--- config.mk ---
export PLATFORM = sky130hd
export DESIGN_NAME = lsu_mem_arbiter
export DESIGN_NICKNAME = d
export VERILOG_FILES = /design/src/rtl/lsu_mem_arbiter_pkg.sv /design/src/rtl/lsu_mem_arbiter_rr.sv /design/src/rtl/lsu_mem_arbiter.sv
export SDC_FILE = /design/constraint.sdc
export NUM_CORES = 1
export LEC_CHECK = 0
export CAP_MARGIN = 20
export CELL_PAD_IN_SITES_DETAIL_PLACEMENT = 1
export CELL_PAD_IN_SITES_GLOBAL_PLACEMENT = 1
export CORE_ASPECT_RATIO = 0.8
export CORE_MARGIN = 10
export CORE_UTILIZATION = 27
export DETAILED_ROUTE_END_ITERATION = 8
export GPL_TIMING_DRIVEN = 0
export PLACE_DENSITY = 0.79
export SYNTH_ARGS = -nofsm -noshare
export SYNTH_HDL_FRONTEND = slang
export SYNTH_HIERARCHICAL = 1
export SYNTH_SLANG_ARGS = --single-unit
--- constraint.sdc ---
create_clock -name clk -period 4.36 [get_ports clk]
set_clock_uncertainty 0.1 [all_clocks]
set_input_delay 0.872 -clock clk [delete_from_list [all_inputs] [get_ports clk]]
set_output_delay 0.872 -clock clk [all_outputs]
set_load 0.02 [all_outputs]
--- src/rtl/lsu_mem_arbiter_pkg.sv ---
// Shared types for the LSU data-memory arbiter: FSM encoding and bus slicing helper.
// Latency: n/a (declarations only).
// Backpressure: n/a.
package lsu_mem_arbiter_pkg;

    typedef enum logic [1:0] {
        ST_IDLE  = 2'd0,
        ST_ISSUE = 2'd1,
        ST_WAIT  = 2'd2,
        ST_RESP  = 2'd3
    } state_t;

    localparam int STALL_CNT_W = 32;

    // Low bit of channel idx inside a packed per-channel bus of the given width.
    function automatic int slice_lo(input int idx, input int width);
        return idx * width;
    endfunction

endpackage

--- src/rtl/lsu_mem_arbiter_rr.sv ---
// Combinational round-robin picker: first requester at or after ptr, wrapping.
// Latency: 0 cycles (pure combinational).
// Backpressure: none; the caller decides when the grant is consumed.
module rr_arbiter #(
    parameter int N  = 4,
    parameter int IW = (N > 1) ? $clog2(N) : 1
) (
    input  logic [N-1:0]  req,
    input  logic [IW-1:0] ptr,
    output logic [N-1:0]  grant,
    output logic [IW-1:0] idx,
    output logic          any
);

    logic [IW:0]   sum;
    logic [IW-1:0] cand;

    always_comb begin
        grant = '0;
        idx   = '0;
        any   = 1'b0;
        sum   = '0;
        cand  = '0;
        for (int k = 0; k < N; k++) begin
            sum = {1'b0, ptr} + (IW+1)'(k);
            if (sum >= (IW+1)'(N)) begin
                sum = sum - (IW+1)'(N);
            end
            cand = sum[IW-1:0];
            if (!any && req[cand]) begin
                any         = 1'b1;
                grant[cand] = 1'b1;
                idx         = cand;
            end
        end
    end

endmodule

--- src/rtl/lsu_mem_arbiter.sv ---
// Round-robin share of one data-memory port across NUM_CHANNELS LSU channels, one transaction at a time.
// Latency: write 3 cycles, read 4 cycles with a zero-wait memory. Optional stall counter: LSU_MEM_ARBITER_STALL_CNT_EN.
// Backpressure: request held on mem_req_rdy low; read response held on read_resp_rdy low; no new grant until IDLE.
module lsu_mem_arbiter
    import lsu_mem_arbiter_pkg::*;
#(
    parameter int NUM_CHANNELS    = 4,
    parameter int DATA_WIDTH      = 16,
    parameter int DATA_ADDR_WIDTH = 8
) (
    input  logic                                    clk,
    input  logic                                    reset,
    output logic [NUM_CHANNELS-1:0]                 read_req_rdy,
    input  logic [NUM_CHANNELS*DATA_ADDR_WIDTH-1:0] read_req_addr,
    input  logic [NUM_CHANNELS-1:0]                 read_req_addr_val,
    input  logic [NUM_CHANNELS-1:0]                 read_resp_rdy,
    output logic [NUM_CHANNELS*DATA_WIDTH-1:0]      read_resp_data,
    output logic [NUM_CHANNELS-1:0]                 read_resp_data_val,
    output logic [NUM_CHANNELS-1:0]                 write_req_rdy,
    input  logic [NUM_CHANNELS*DATA_ADDR_WIDTH-1:0] write_req_addr,
    input  logic [NUM_CHANNELS*DATA_WIDTH-1:0]      write_req_data,
    input  logic [NUM_CHANNELS-1:0]                 write_req_val,
    output logic [NUM_CHANNELS-1:0]                 write_resp_val,
    output logic                                    mem_req_val,
    input  logic                                    mem_req_rdy,
    output logic                                    mem_req_we,
    output logic [DATA_ADDR_WIDTH-1:0]              mem_req_addr,
    output logic [DATA_WIDTH-1:0]                   mem_req_data,
    input  logic                                    mem_resp_val,
    input  logic [DATA_WIDTH-1:0]                   mem_resp_data,
`ifdef LSU_MEM_ARBITER_STALL_CNT_EN
    output logic [STALL_CNT_W-1:0]                  stall_count,
`endif
    output logic                                    mem_resp_rdy
);

    localparam int N  = NUM_CHANNELS;
    localparam int DW = DATA_WIDTH;
    localparam int AW = DATA_ADDR_WIDTH;
    localparam int IW = (N > 1) ? $clog2(N) : 1;

    state_t        state, state_nxt;
    logic [IW-1:0] ptr, g_q, g_idx, ptr_inc;
    logic [N-1:0]  req, gnt, own_q;
    logic          any_req, rd_sel, we_q, done;
    logic [AW-1:0] addr_q, sel_addr;
    logic [DW-1:0] data_q, sel_data, resp_q;

    // Requests are masked while reset is held so no rdy pulse leaks out of IDLE.
    assign req     = (read_req_addr_val | write_req_val) & {N{reset}};
    assign rd_sel  = |(gnt & read_req_addr_val);
    assign ptr_inc = (g_q == IW'(N - 1)) ? '0 : g_q + 1'b1;

    rr_arbiter #(.N(N), .IW(IW)) u_rr (
        .req   (req),
        .ptr   (ptr),
        .grant (gnt),
        .idx   (g_idx),
        .any   (any_req)
    );

    always_comb begin : sel_mux
        sel_addr = '0;
        sel_data = '0;
        for (int i = 0; i < N; i++) begin
            if (gnt[i]) begin
                sel_addr = rd_sel ? read_req_addr[slice_lo(i, AW) +: AW]
                                  : write_req_addr[slice_lo(i, AW) +: AW];
                sel_data = write_req_data[slice_lo(i, DW) +: DW];
            end
        end
    end

    always_comb begin : fsm
        state_nxt          = state;
        read_req_rdy       = '0;
        write_req_rdy      = '0;
        read_resp_data_val = '0;
        write_resp_val     = '0;
        mem_req_val        = 1'b0;
        mem_req_we         = 1'b0;
        mem_req_addr       = '0;
        mem_req_data       = '0;
        mem_resp_rdy       = 1'b0;
        done               = 1'b0;
        case (state)
            ST_IDLE: begin
                if (any_req) begin
                    if (rd_sel) read_req_rdy  = gnt;
                    else        write_req_rdy = gnt;
                    state_nxt = ST_ISSUE;
                end
            end
            ST_ISSUE: begin
                mem_req_val  = 1'b1;
                mem_req_we   = we_q;
                mem_req_addr = addr_q;
                mem_req_data = data_q;
                if (mem_req_rdy) state_nxt = ST_WAIT;
            end
            ST_WAIT: begin
                mem_resp_rdy = 1'b1;
                if (mem_resp_val) begin
                    if (we_q) begin
                        write_resp_val = own_q;
                        done           = 1'b1;
                        state_nxt      = ST_IDLE;
                    end else begin
                        state_nxt = ST_RESP;
                    end
                end
            end
            ST_RESP: begin
                read_resp_data_val = own_q;
                if (|(own_q & read_resp_rdy)) begin
                    done      = 1'b1;
                    state_nxt = ST_IDLE;
                end
            end
            default: state_nxt = ST_IDLE;
        endcase
    end

    always_comb begin : resp_route
        read_resp_data = '0;
        for (int i = 0; i < N; i++) begin
            read_resp_data[slice_lo(i, DW) +: DW] = (state == ST_RESP && own_q[i]) ? resp_q : '0;
        end
    end

    always_ff @(posedge clk or negedge reset) begin
        if (!reset) begin
            state  <= ST_IDLE;
            ptr    <= '0;
            g_q    <= '0;
            own_q  <= '0;
            we_q   <= 1'b0;
            addr_q <= '0;
            data_q <= '0;
            resp_q <= '0;
        end else begin
            state <= state_nxt;
            if (state == ST_IDLE && any_req) begin
                g_q    <= g_idx;
                own_q  <= gnt;
                we_q   <= !rd_sel;
                addr_q <= sel_addr;
                data_q <= rd_sel ? '0 : sel_data;
            end
            if (state == ST_WAIT && mem_resp_val && !we_q) begin
                resp_q <= mem_resp_data;
            end
            if (done) begin
                ptr <= ptr_inc;
            end
        end
    end

`ifdef LSU_MEM_ARBITER_STALL_CNT_EN
    always_ff @(posedge clk or negedge reset) begin
        if (!reset) begin
            stall_count <= '0;
        end else if (any_req && !(|{read_req_rdy, write_req_rdy}) && stall_count != '1) begin
            stall_count <= stall_count + 1'b1;
        end
    end
`endif

endmodule

==> results.sh, run 1 <==
export IMPL_outcome="finished, final reports clean"
export IMPL_die_area_um2=22500
export IMPL_synthTopCellsByArea="dfrtp_1 28%, and2_1 13%, mux2_2 4.7%"
export IMPL_io_pins=267
export IMPL_drc=0
export IMPL_antenna_left=0
export IMPL_area_growth_pct=74.6
export IMPL_wl_um=22600
export IMPL_power_density_nw_per_um2=736
export IMPL_grt_pass1_wl_um=33800
export IMPL_dr_pass1_iters=5
export IMPL_required_ns=3.39
export IMPL_synth_flop_cell="dfrtp_1"
export IMPL_crit_fanout=6
export IMPL_holdWs_ns=0.325
export IMPL_cts_tree="built"
export IMPL_fin_crit_sh=0.986
export IMPL_gr_total_overflow=0
export IMPL_routedWlPerCell_um=22.5
export IMPL_syn_inst=485
export IMPL_tns_ns=0
export IMPL_initial_core_util=0.276
export IMPL_grt_pass1_vias=5815
export IMPL_final_hold_violation_count=0
export IMPL_htree_levels=2
export IMPL_yosys_register_bits=51
export IMPL_dp_hpwl_um=18900
export IMPL_worstMarginPinSlew_ns=0.766
export IMPL_critPathMostFrequentCell="buf_6"
export IMPL_antenna_cells=0
export IMPL_place_congestion=0.865
export IMPL_peakVddDrop_mv=0.322
export IMPL_drive_gt1_frac=0.205
export IMPL_drt_iter0_drc=177
export IMPL_clkSlewWorstSetupHoldPaths_ns=0.07
export IMPL_design_area_um2=7960
export IMPL_synth_async_reset_ratio=1.00
export IMPL_pre_cts_slack_ns=-1.34
export IMPL_fillers=1887
export IMPL_synth_seq_area_share=0.280
export IMPL_slowest_delay_ns=0.57
export IMPL_root_buffer="clkbuf_16"
export IMPL_clock_path_buffers=2
export IMPL_min_period_ns=4.30
export IMPL_synth_edf_count=0
export IMPL_worstPathCellList="clkdlybuf4s15_1, o21a_1, mux4_2, nor4b_4, buf_4, a22oi_2, o21ai_2, a22o_1, buf_6, nor2_8, buf_12, and3_1, buf_6"
export IMPL_antenna_found_initial=0
export IMPL_grt_max_degree=31
export IMPL_relSlewSlack=0.488
export IMPL_track_usage=0.191
export IMPL_worst_slack_ns=0.0591
export IMPL_slew_violations=0
export IMPL_p_leak_nw=3.22
export IMPL_max_freq_mhz=233
export IMPL_clock_sinks=51
export IMPL_core_area_um2=16600
export IMPL_rows=42
export IMPL_critPathCaptureType="primary output"
export IMPL_ys_top_cells_by_count="94 x and2_1, 51 x dfrtp_1, 38 x nand2_1"
export IMPL_setup_violations=0
export IMPL_routed_via_density=5.07
export IMPL_worst_setup_path_start_kind="input pin"
export IMPL_postPlaceCellArea_um2=7510
export IMPL_synth_top_area_frac=0.280
export IMPL_synth_most_common_cell="and2_1"
export IMPL_yosysWarningCount=6
export IMPL_hold_class="in -> async"
export IMPL_cp_arrival_ns=3.33
export IMPL_max_cap_violations=0
export IMPL_slowest_stage="mux4_2"
export IMPL_dr_total_vias=5093
export IMPL_numCtsBuffers=5
export IMPL_syn_nets=651
export IMPL_clk_latency_ns=0.30
export IMPL_nNetsFinal=951
export IMPL_synth_top_area_cell="dfrtp_1"
export IMPL_multiInputGateArea_um2=3030
export IMPL_layoutNonFillerInstCount=1005
export IMPL_synth_avg_cell_area_um2=9.41
export IMPL_crit_type="in -> out"
export IMPL_dieHeight_um=136
export IMPL_regArea_um2=1280
export IMPL_numPortBuffers=266
export IMPL_die_x_um=165
export IMPL_synthDistinctLibCells=50
export IMPL_synth_cell_area_um2=4560
export IMPL_dp_cells=972
## layer usage
metal  vias up  part of all wire  track usage
met4         0             0.020       0.0487
li1       2386                 -            -
met5         -                 0            0
met3        28              0.12       0.0870
met2       236              0.47        0.332
met1      2443              0.39        0.208
## critical path, delay by kind of cell
| family | cells | cell delay, ns |
|---|---|---|
| multiplexers | 1 | 0.57 |
| AO/OA/AOI/OAI | 4 | 0.59 |
| AND/OR/NAND/NOR | 3 | 0.53 |
| buffers and inverters | 5 | 0.75 |
## flip-flops by register name (all words and copies together), names as in the netlist
signal and cells:
state 2, resp_q 16, g_q 2, we_q 1, addr_q 8, own_q 4, data_q 16, ptr 2
## stage by stage
| step | power, W | utilization |
|---|---|---|
| floorplan | 0.00367 | - |
| global placement | 0.00490 | 0.453 |
| detailed placement | 0.00503 | 0.454 |
| CTS | 0.00584 | 0.478 |
| global route | 0.00634 | 0.481 |
| finish | 0.00586 | 0.481 |
## kinds of logic after synthesis
family / synth area share
mux: 0.117
buf+inv: 0.0694
simple gates: 0.261
compound gates: 0.256
fa+ha+maj: 0.0165
flops: 0.280
## layout make-up
class                      count  share of cell area
timing repair buffer         295               0.360
multi-input combinational    384               0.381
buffer                        44              0.0421
clock inverter                 2             0.00471
inverter                       4             0.00189
sequential                    51               0.161
clock buffer                   5              0.0157
tap                          220              0.0346
## cell usage in the layout, fill, tap and decap left out, drive strengths merged, types with 6 or more instances in the layout
cell type and n:
clkdlybuf4s50 249, and2 94, buf 63, dfrtp 51, nand2 39, a22oi 28, clkbuf 28, mux2 27
o21ai 22, nor2b 21, o31ai 18, a22o 18, nor2 18, a221oi 16, and3 13, mux2i 10
o211ai 10, o221ai 9, nand4 8, a31o 8, ha 6
## what timing repair did
item	in CTS	in global routing
pin swaps	13	8
hold buffers	0	0
buffers inserted	25	3
gates cloned	0	0
setup endpoints to repair	8	8
gates resized for setup	94	16
## worst paths after layout
check | from | cells past startpoint | to | slack, ns
worst max-delay path | write_req_val[3] | 13 | write_req_rdy[3] | 0.06
worst min register to register | data_q[14]$_DFFE_PN0P_ | 1 | data_q[14]$_DFFE_PN0P_ | 0.40
max in group asynchronous | reset | 2 | ptr[1]$_DFFE_PN0P_ | 3.37
worst min-delay path | reset | 1 | resp_q[5]$_DFFE_PN0P_ | 0.32
worst max register to register | ptr[1]$_DFFE_PN0P_ | 16 | addr_q[4]$_DFFE_PN0P_ | 0.62
min in group clk | data_q[14]$_DFFE_PN0P_ | 1 | data_q[14]$_DFFE_PN0P_ | 0.40
## power by group
part	internal, W	total (W)	switching [W]
registers	0.000691	0.000886	0.000196
logic	0.00216	0.00452	0.00236
clock network	0.000268	0.000454	0.000186
Power figures use the tool's default switching activity.
==> inputs of run 2 (changes only) <==
CORE_UTILIZATION = 26   (was 27)
SYNTH_HIERARCHICAL = not set   (was 1)
==> run 2 against run 1 <==
Compared with the run above: sequential cell count unchanged; via count decreased by 4.1%; synthesized cell count decreased by 1.2%; sequential share of layout area increased by 0.35 points; non-clock buffer count decreased by 17; largest power group unchanged; highest routed layer is now met5.
==> results.sh, run 2 <==
export IMPL_slew_violations=0
export IMPL_layout_commonest_cell="clkdlybuf4s50_1"
export IMPL_min_period_ns=4.26
export IMPL_nNetsFinal=938
export IMPL_place_congestion=0.848
export IMPL_synth_top_area_cell="dfrtp_1"
export IMPL_holdWs_ns=0.275
export IMPL_p_leak_nw=3.15
export IMPL_rr_worst_depth=14
export IMPL_clk_latency_ns=0.29
export IMPL_gr_total_overflow=0
export IMPL_syn_nets=647
export IMPL_dieHeight_um=135
export IMPL_track_usage=0.191
export IMPL_synth_most_common_cell="and2_1"
export IMPL_clock_path_buffers=2
export IMPL_synth_seq_area_share=0.299
export IMPL_power_density_nw_per_um2=638
export IMPL_crit_type="in -> out"
export IMPL_ys_top_cells_by_count="94 x and2_1, 51 x dfrtp_1, 47 x o21ai_0"
export IMPL_worst_slack_ns=0.0990
export IMPL_die_area_um2=22000
export IMPL_tns_ns=0
export IMPL_max_cap_violations=0
export IMPL_final_hold_violation_count=0
export IMPL_crit_fanout=6
export IMPL_worstMarginPinSlew_ns=0.851
export IMPL_initial_core_util=0.268
export IMPL_antenna_left=0
export IMPL_synthDistinctLibCells=49
export IMPL_routedWlPerCell_um=22.6
export IMPL_grt_max_degree=20
export IMPL_drc=0
export IMPL_synth_flop_cell="dfrtp_1"
export IMPL_synth_cell_area_um2=4270
export IMPL_yosys_register_bits=51
export IMPL_die_x_um=163
export IMPL_root_buffer="clkbuf_16"
export IMPL_worst_setup_path_start_kind="input pin"
export IMPL_antenna_found_initial=2
export IMPL_numPortBuffers=266
export IMPL_clock_sinks=51
export IMPL_cp_arrival_ns=3.29
export IMPL_drt_iter0_drc=209
export IMPL_area_growth_pct=82.5
export IMPL_synth_top_area_frac=0.299
export IMPL_relSlewSlack=0.433
export IMPL_multiInputGateArea_um2=2940
export IMPL_required_ns=3.39
export IMPL_synthTopCellsByArea="dfrtp_1 30%, and2_1 14%, mux2_2 9.2%"
export IMPL_synth_async_reset_ratio=1.00
export IMPL_fin_crit_sh=0.977
export IMPL_pre_cts_slack_ns=-1.76
export IMPL_rows=41
export IMPL_io_pins=267
export IMPL_drive_gt1_frac=0.187
export IMPL_wl_um=22300
export IMPL_routed_via_density=4.95
export IMPL_core_area_um2=16000
export IMPL_fillers=1795
export IMPL_syn_inst=479
export IMPL_hold_class="in -> async"
export IMPL_largestRegisters="data_q (16), resp_q (16), addr_q (8)"
export IMPL_outcome="finished, final reports clean"
export IMPL_synth_edf_count=0
export IMPL_max_freq_mhz=235
export IMPL_htree_levels=2
export IMPL_numCtsBuffers=5
export IMPL_setup_violations=0
export IMPL_grt_pass1_vias=5607
export IMPL_dp_hpwl_um=17900
export IMPL_mostFrequentLayoutCells="249 x clkdlybuf4s50_1, 94 x and2_1, 49 x dfrtp_1, 44 x o21ai_0, 42 x nand2_1"
export IMPL_cts_tree="built"
export IMPL_yosysWarningCount=0
export IMPL_critPathCaptureType="primary output"
export IMPL_synth_avg_cell_area_um2=8.92
export IMPL_regArea_um2=1280
export IMPL_grt_pass1_wl_um=32800
export IMPL_dr_pass1_iters=4
export IMPL_peakVddDrop_mv=0.246
export IMPL_clkSlewWorstSetupHoldPaths_ns=0.07
export IMPL_dr_total_vias=4885
## run 2: changes by cell type in the layout (fill, tap and decap cells not counted), sizes merged, moves of 9 or more
cell	delta
a221oi	+9
a22oi	-25
buf	-23
mux2	+16
nor2b	-20
o211ai	-10
o21ai	+33
o221ai	-9
o31ai	-16
## run 2: path summary, 6_finish.rpt
path,endpoint,from,slack [ns]
setup / recovery,write_req_rdy[1],write_req_val[2],0.1
max in group asynchronous,ptr[0]$_DFFE_PN0P_,reset,3.40
hold / removal,addr_q[0]$_DFFE_PN0P_,reset,0.28
hold reg to reg,g_q[1]$_DFFE_PN0P_,g_q[1]$_DFFE_PN0P_,0.40
setup reg to reg,addr_q[2]$_DFFE_PN0P_,ptr[0]$_DFFE_PN0P_,0.61
min in group clk,g_q[1]$_DFFE_PN0P_,g_q[1]$_DFFE_PN0P_,0.40
## run 2: critical path, stage by stage
cell	delay (ns)
dlygate4sd2_1	0.26
nor3_2	0.27
a211oi_2	0.11
or2_4	0.29
a22o_2	0.30
a221oi_4	0.27
o2111ai_4	0.21
buf_8	0.19
nor2_4	0.18
and2_1	0.15
buf_2	0.17
## run 2: layout make-up
class / count / share of cell area
multi-input combinational: 385 / 0.377
timing repair buffer: 292 / 0.376
sequential: 51 / 0.164
tap: 215 / 0.0345
buffer: 30 / 0.0226
clock buffer: 6 / 0.0178
clock inverter: 2 / 0.00498
inverter: 5 / 0.00305
antenna: 1 / 0.000321
## run 2: per-layer routing
metal,global-route usage,vias up,routed length [um]
met1,0.202,2334,8480
met4,0.0490,2,448
met2,0.346,218,11100
met5,0,-,10
li1,-,2305,-
met3,0.0747,26,2310
## run 2: through the flow
step,area (um2),util,std cells,power (W)
3_5_place_dp,7220,0.452,961,0.00419
6_report,7800,0.489,987,0.00497
3_3_place_gp,7200,0.451,960,0.00404
5_1_grt,7800,0.489,987,0.00536
2_1_floorplan,4270,-,479,0.00297
4_1_cts,7720,0.484,980,0.00493
## run 2: kinds of logic (layout without fill, tap and decap cells)
| group | count (synthesis) | after routing | synth area share |
|---|---|---|---|
| and+or+nand+nor | 195 | 195 | 0.254 |
| AOI/OAI and AO/OA | 131 | 131 | 0.237 |
| muxes | 51 | 51 | 0.139 |
| DFF | 51 | 51 | 0.299 |
| buffers and inverters | 43 | 335 | 0.0477 |
| adders and majority gates | 8 | 8 | 0.0234 |
| other | 0 | 1 | 0 |
## run 2: power breakdown
part,leakage [nW],total (W),internal (W),switching (W)
sequential,0.640,0.000854,0.000680,0.000175
combinational,2.42,0.00364,0.00171,0.00193
clock,0.0875,0.000477,0.000289,0.000188
## run 2: what timing repair did
| action | in CTS | in global routing |
|---|---|---|
| setup buffers | 14 | 8 |
| gates cloned | 3 | 0 |
| endpoints found under the setup margin | 25 | 8 |
| gates resized for setup | 91 | 17 |
| pin swaps | 12 | 10 |
| hold buffers | 0 | 0 |
